===== config.mk =====
export PLATFORM = sky130hd
export DESIGN_NAME = fifo_stream_reader_flat
export DESIGN_NICKNAME = d
export VERILOG_FILES = /design/src/rtl/fifo_stream_reader_if.sv /design/src/rtl/fifo_stream_reader.sv /design/src/flat_wrapper.sv
export SDC_FILE = /design/constraint.sdc
export NUM_CORES = 1
export LEC_CHECK = 0
export ABC_CLOCK_PERIOD_IN_PS = 2900
export CORE_AREA = 2 2 47 70
export DETAILED_ROUTE_END_ITERATION = 8
export DIE_AREA = 0 0 49 72
export DONT_BUFFER_PORTS = 1
export HOLD_SLACK_MARGIN = 0.12
export PLACE_DENSITY = 0.75
export SYNTH_ARGS = -nofsm -noshare
export SYNTH_HDL_FRONTEND = slang
export SYNTH_SLANG_ARGS = --single-unit

===== constraint.sdc =====
create_clock -name clk -period 2.9 [get_ports clk]
set_input_delay 0.58 -clock clk [delete_from_list [all_inputs] [get_ports clk]]
set_output_delay 0.58 -clock clk [all_outputs]
set_load 0.02 [all_outputs]

===== src/rtl/fifo_stream_reader_if.sv =====
// rtl/fifo_stream_reader_if.sv - FIFO read-side and stream-output signal bundle
//
// Parameters:
//   DATA_WIDTH  width of fifo_rdata and m_data; must match the reader instance
// Signals:
//   fifo_empty  FIFO registered empty flag           (FIFO -> reader)
//   fifo_rdata  FIFO data_out, valid after a read    (FIFO -> reader)
//   fifo_rd_en  FIFO r_en                            (reader -> FIFO)
//   m_valid     stream word available                (reader -> sink)
//   m_ready     sink accepts the word                (sink -> reader)
//   m_data      stream word                          (reader -> sink)
// Modports: master = reader side, slave = FIFO/sink side.

interface fifo_stream_reader_if #(
  parameter int DATA_WIDTH = 8
);
  logic                  fifo_empty;
  logic [DATA_WIDTH-1:0] fifo_rdata;
  logic                  fifo_rd_en;
  logic                  m_valid;
  logic                  m_ready;
  logic [DATA_WIDTH-1:0] m_data;

  modport master (
    input  fifo_empty,
    input  fifo_rdata,
    input  m_ready,
    output fifo_rd_en,
    output m_valid,
    output m_data
  );

  modport slave (
    output fifo_empty,
    output fifo_rdata,
    output m_ready,
    input  fifo_rd_en,
    input  m_valid,
    input  m_data
  );
endinterface


===== src/rtl/fifo_stream_reader.sv =====
// rtl/fifo_stream_reader.sv - async_fifo read-side consumer feeding a valid/ready stream
//
// Parameters:
//   DATA_WIDTH  FIFO / stream word width
//   CNT_W       width of the delivered-word counter
// Ports:
//   clk        read-domain clock (FIFO r_clk)
//   rst_n      asynchronous active-low reset (FIFO r_rst_n)
//   enable     1 = issue new FIFO reads; 0 = stop reading, let buffered words drain
//   cnt_clr    synchronous clear of words_out (wins over a same-cycle pop)
//   words_out  count of accepted stream words, wraps modulo 2^CNT_W
//   bus        FIFO read side and stream output (master modport)

module fifo_stream_reader #(
  parameter int DATA_WIDTH = 8,
  parameter int CNT_W      = 16
) (
  input  logic                 clk,
  input  logic                 rst_n,
  input  logic                 enable,
  input  logic                 cnt_clr,
  output logic [CNT_W-1:0]     words_out,
  fifo_stream_reader_if.master bus
);

  logic [1:0]            occ_q, occ_d;
  logic                  rd_pend_q, rd_pend_d;
  logic [DATA_WIDTH-1:0] entry0_q, entry0_d;
  logic [DATA_WIDTH-1:0] entry1_q, entry1_d;
  logic [CNT_W-1:0]      cnt_q, cnt_d;

  logic                  pop;
  logic                  rd_en;
  logic [2:0]            committed;

  // Credit: words buffered plus the one in flight, less the one leaving now.
  // A read may only issue if its word is guaranteed a slot when it arrives.
  // Going through pop keeps a combinational m_ready -> fifo_rd_en path so a
  // full buffer with a pop in progress can still read every cycle.
  always_comb begin
    pop       = (occ_q != 2'd0) & bus.m_ready;
    committed = {1'b0, occ_q} + {2'b00, rd_pend_q} - {2'b00, pop};
    rd_en     = rst_n & enable & ~bus.fifo_empty & (committed < 3'd2);
  end

  assign bus.fifo_rd_en = rd_en;
  assign bus.m_valid    = (occ_q != 2'd0);
  assign bus.m_data     = entry0_q;
  assign words_out      = cnt_q;

  always_comb begin
    occ_d     = occ_q;
    rd_pend_d = rd_en;
    entry0_d  = entry0_q;
    entry1_d  = entry1_q;
    cnt_d     = cnt_q;

    if (rd_pend_q) begin
      case (occ_q)
        2'd0: begin
          entry0_d = bus.fifo_rdata;
          occ_d    = 2'd1;
        end
        2'd1: begin
          if (pop) begin
            entry0_d = bus.fifo_rdata;
          end else begin
            entry1_d = bus.fifo_rdata;
            occ_d    = 2'd2;
          end
        end
        default: begin
          // Full with no pop is excluded by the credit check above.
          if (pop) begin
            entry0_d = entry1_q;
            entry1_d = bus.fifo_rdata;
          end
        end
      endcase
    end else if (pop) begin
      entry0_d = entry1_q;
      occ_d    = occ_q - 2'd1;
    end

    if (cnt_clr) begin
      cnt_d = '0;
    end else if (pop) begin
      cnt_d = cnt_q + {{(CNT_W-1){1'b0}}, 1'b1};
    end
  end

  always_ff @(posedge clk or negedge rst_n) begin
    if (!rst_n) begin
      occ_q     <= 2'd0;
      rd_pend_q <= 1'b0;
      entry0_q  <= '0;
      entry1_q  <= '0;
      cnt_q     <= '0;
    end else begin
      occ_q     <= occ_d;
      rd_pend_q <= rd_pend_d;
      entry0_q  <= entry0_d;
      entry1_q  <= entry1_d;
      cnt_q     <= cnt_d;
    end
  end

endmodule

===== src/flat_wrapper.sv =====
// flat-port wrapper written by rule: the top's interface ports become plain ports
module fifo_stream_reader_flat 
#(
  parameter int DATA_WIDTH = 8,
  parameter int CNT_W      = 16
)
  (clk, rst_n, enable, cnt_clr, words_out, bus_fifo_empty, bus_fifo_rdata, bus_m_ready, bus_fifo_rd_en, bus_m_valid, bus_m_data);
  fifo_stream_reader_if #(.DATA_WIDTH(DATA_WIDTH)) bus_i ();
  input  logic clk;
  input  logic rst_n;
  input  logic enable;
  input  logic cnt_clr;
  output logic [CNT_W-1:0] words_out;
  input wire logic [$bits(bus_i.fifo_empty)-1:0] bus_fifo_empty;
  input wire logic [$bits(bus_i.fifo_rdata)-1:0] bus_fifo_rdata;
  input wire logic [$bits(bus_i.m_ready)-1:0] bus_m_ready;
  output wire logic [$bits(bus_i.fifo_rd_en)-1:0] bus_fifo_rd_en;
  output wire logic [$bits(bus_i.m_valid)-1:0] bus_m_valid;
  output wire logic [$bits(bus_i.m_data)-1:0] bus_m_data;
  assign bus_i.fifo_empty = bus_fifo_empty;
  assign bus_i.fifo_rdata = bus_fifo_rdata;
  assign bus_i.m_ready = bus_m_ready;
  assign bus_fifo_rd_en = bus_i.fifo_rd_en;
  assign bus_m_valid = bus_i.m_valid;
  assign bus_m_data = bus_i.m_data;
  fifo_stream_reader #(.DATA_WIDTH(DATA_WIDTH), .CNT_W(CNT_W)) u_core (.clk(clk), .rst_n(rst_n), .enable(enable), .cnt_clr(cnt_clr), .words_out(words_out), .bus(bus_i));
endmodule

==> flow_metrics.env, run 1 <==
export IMPL_status="complete, no violations"
export IMPL_fp_dieW_um=49
export IMPL_grt_max_degree=36
export IMPL_dpl_cell_count=203
export IMPL_tritoncts="built"
export IMPL_pre_cts_ws_ns=0.0678
export IMPL_yosys_register_bits=35
export IMPL_routed_wl_mm=3.53
export IMPL_crit_type="flop to output port"
export IMPL_initial_utilization_pct=59.8
export IMPL_vias_per_cell=5.86
export IMPL_fmax_mhz=357
export IMPL_drv_slew=0
export IMPL_finalCritPeriodShare_pct=96.6
export IMPL_nets=194
export IMPL_setup_viol=0
export IMPL_async_flop_share_pct=100
export IMPL_wl_per_cell_um=16.4
export IMPL_fin_cells=215
export IMPL_gp_congestion=0.759
export IMPL_worst_setup_path_start_kind="flop"
export IMPL_dieHeight_um=72
export IMPL_grt_pass1_vias=1294
export IMPL_syn_area_um2=1740
export IMPL_final_core_util_pct=66.2
export IMPL_yosysTopAreaCell="dfrtp_1"
export IMPL_drt_iter0_drc=44
export IMPL_worstHoldPathType="input pin to flop"
export IMPL_setup_tns_ns=0
export IMPL_vdd_drop_max_v=0.000653
export IMPL_cp_arrival_ns=2.22
export IMPL_vias=1260
export IMPL_cp_required_ns=2.32
export IMPL_drc=0
export IMPL_synth_area_leaders="dfrtp_1 (50%), mux2_2 (6.5%), nor2_1 (5.6%)"
export IMPL_hpwl_mm=2.44
export IMPL_finalCriticalPeriod_ns=2.80
export IMPL_core_area_um2=2910
export IMPL_grt_pass1_wl_mm=6.04
export IMPL_p_leak_uw=0.000834
export IMPL_synth_cell_type_count=34
export IMPL_clkSlewWorstSetupHoldPaths_ns=0.07
export IMPL_max_cap_violations=0
export IMPL_root_buffer="clkbuf_8"
export IMPL_cp_max_fo=7
export IMPL_cts_buffers_inserted=5
export IMPL_layout_common_cells="dfrtp_1 (35), nor2_1 (24), a21oi_1 (14)"
export IMPL_clk_latency_ns=0.30
export IMPL_worst_setup_path_end_kind="output port"
export IMPL_grt_antenna_before_repair=0
export IMPL_cts_buffer_depth=2
export IMPL_synth_top_cell_area_share_pct=50.3
export IMPL_grt_overflow=0
export IMPL_cts_htree_levels=2
export IMPL_max_slew_margin_pct=54.5
export IMPL_synth_area_per_cell_um2=10.5
export IMPL_cts_sinks=35
export IMPL_drive_gt1_share_pct=19.3
export IMPL_io_buffer_count=0
export IMPL_timing_hold_ws_ns=0.334
export IMPL_ioPinCount=40
export IMPL_grtUsageTotal_pct=22.6
export IMPL_fin_skew_ns=0.00773
export IMPL_num_rows=24
export IMPL_ant_nets=0
export IMPL_antenna_cells=0
export IMPL_nFillCells=234
export IMPL_synth_fp_nets=185
export IMPL_ys_warn_count=0
export IMPL_synth_flop_cell="dfrtp_1"
export IMPL_hold_viol_final=0
export IMPL_synth_edf_count=0
export IMPL_syn_inst=166
export IMPL_powerDensity_nw_per_um2=861
export IMPL_dieArea_um2=3530
export IMPL_ys_seq_area_share_pct=50.3
export IMPL_fin_ws_ns=0.0995
export IMPL_tightest_slew_ns=0.679
export IMPL_firstDrtPassIters=5
export IMPL_rsz0062_at_grt="false"
export IMPL_mostFrequentLayoutCell="dfrtp_1"
export IMPL_areaGrowthSynthToFinish_pct=10.8
[report_power, final]
part | total [uW] | switching (uW) | internal [uW]
sequential | 804 | 178 | 626
clock | 343 | 176 | 168
combinational | 513 | 277 | 236
[registers in the layout, indices dropped and copies added, names as in the netlist]
name / flops
u_core.words_out: 16
u_core.rd_pend_q: 1
u_core.bus.m_data: 8
u_core.entry1_q: 8
u_core.occ_q: 2
[worst max-delay path: stages, from the launching register on]
cell and delay [ns]:
dfrtp_1 0.39, inv_1 0.11, ha_1 0.19, nor2b_2 0.06, buf_4 0.16, nor2_1 0.08, o21ai_1 0.07, fa_1 0.50
nand4b_1 0.15, nor2_4 0.22
[final cells by class]
type,count,area [um2],share of cell area [%]
Tap cell,39,48.8,2.53
Clock inverter,2,12.5,0.649
Multi-Input combinational cell,121,832,43.2
Sequential cell,35,876,45.4
Inverter,5,18.8,0.973
Timing Repair Buffer,7,67.6,3.50
Clock buffer,6,72.6,3.76
[synthesized netlist by cell type (all sizes together), types with 3 or more instances]
cell,count
buf,3
nor3,4
o21ai,5
o22ai,9
nor2b,3
ha,4
dfrtp,35
nand3,4
inv,5
a21oi,14
nor4,4
nor2,26
nand4,4
mux2,10
xor2,3
nand2,11
xnor2,9
[cells by family after synthesis]
logic type               Yosys count  share of synthesized area [%]
flip-flops                        35                           50.3
AND/OR/NAND/NOR                   64                           20.3
adder cells (fa/ha/maj)            5                           4.03
AO/OA/AOI/OAI                     30                           9.99
multiplexers                      10                           6.47
buffers and inverters             10                           2.88
XOR/XNOR                          12                           6.04
[through the flow]
| step | area, um2 | total power [uW] |
|---|---|---|
| 3_5_place_dp | 1780 | 1270 |
| 3_3_place_gp | 1780 | 1230 |
| 2_1_floorplan | 1740 | 1170 |
| 5_1_grt | 1930 | 1770 |
| 6_report | 1930 | 1660 |
| 4_1_cts | 1910 | 1660 |
[timing repair]
item,in CTS,in global routing
resized for setup,3,3
endpoints found under the hold margin,35,0
buffers inserted,1,1
pin swaps,1,2
hold buffers,2,0
setup endpoints to repair,1,1
[final timing paths]
kind                                    start             endpoint  slack (ns)  depth (start not counted)
min in group asynchronous               rst_n  u_core.words_out[8]        0.75                          2
setup reg to reg              u_core.occ_q[1]   u_core.entry1_q[2]        0.52                          8
setup / recovery              u_core.occ_q[1]       bus_fifo_rd_en         0.1                          9
hold reg to reg            u_core.entry1_q[7]   u_core.entry1_q[7]        0.51                          1
hold / removal                        cnt_clr  u_core.words_out[3]        0.33                          1
max in group asynchronous               rst_n     u_core.rd_pend_q        1.96                          2
[routing by layer]
metal | vias up | GRT usage, % | share of wire, %
met5 | - | 0 | 0
met4 | 0 | 9.84 | 2.0
met3 | 6 | 8.64 | 8.1
met2 | 43 | 38.8 | 52
met1 | 612 | 25.0 | 38
li1 | 599 | - | -
Note: power is estimated with default switching activity, not from simulation.
==> run 2, diff against run 1 <==
Settings changed: CAP_MARGIN set to 20.
==> results of run 2 <==
The final DEF is identical to that of run 1; final timing and power are the same.
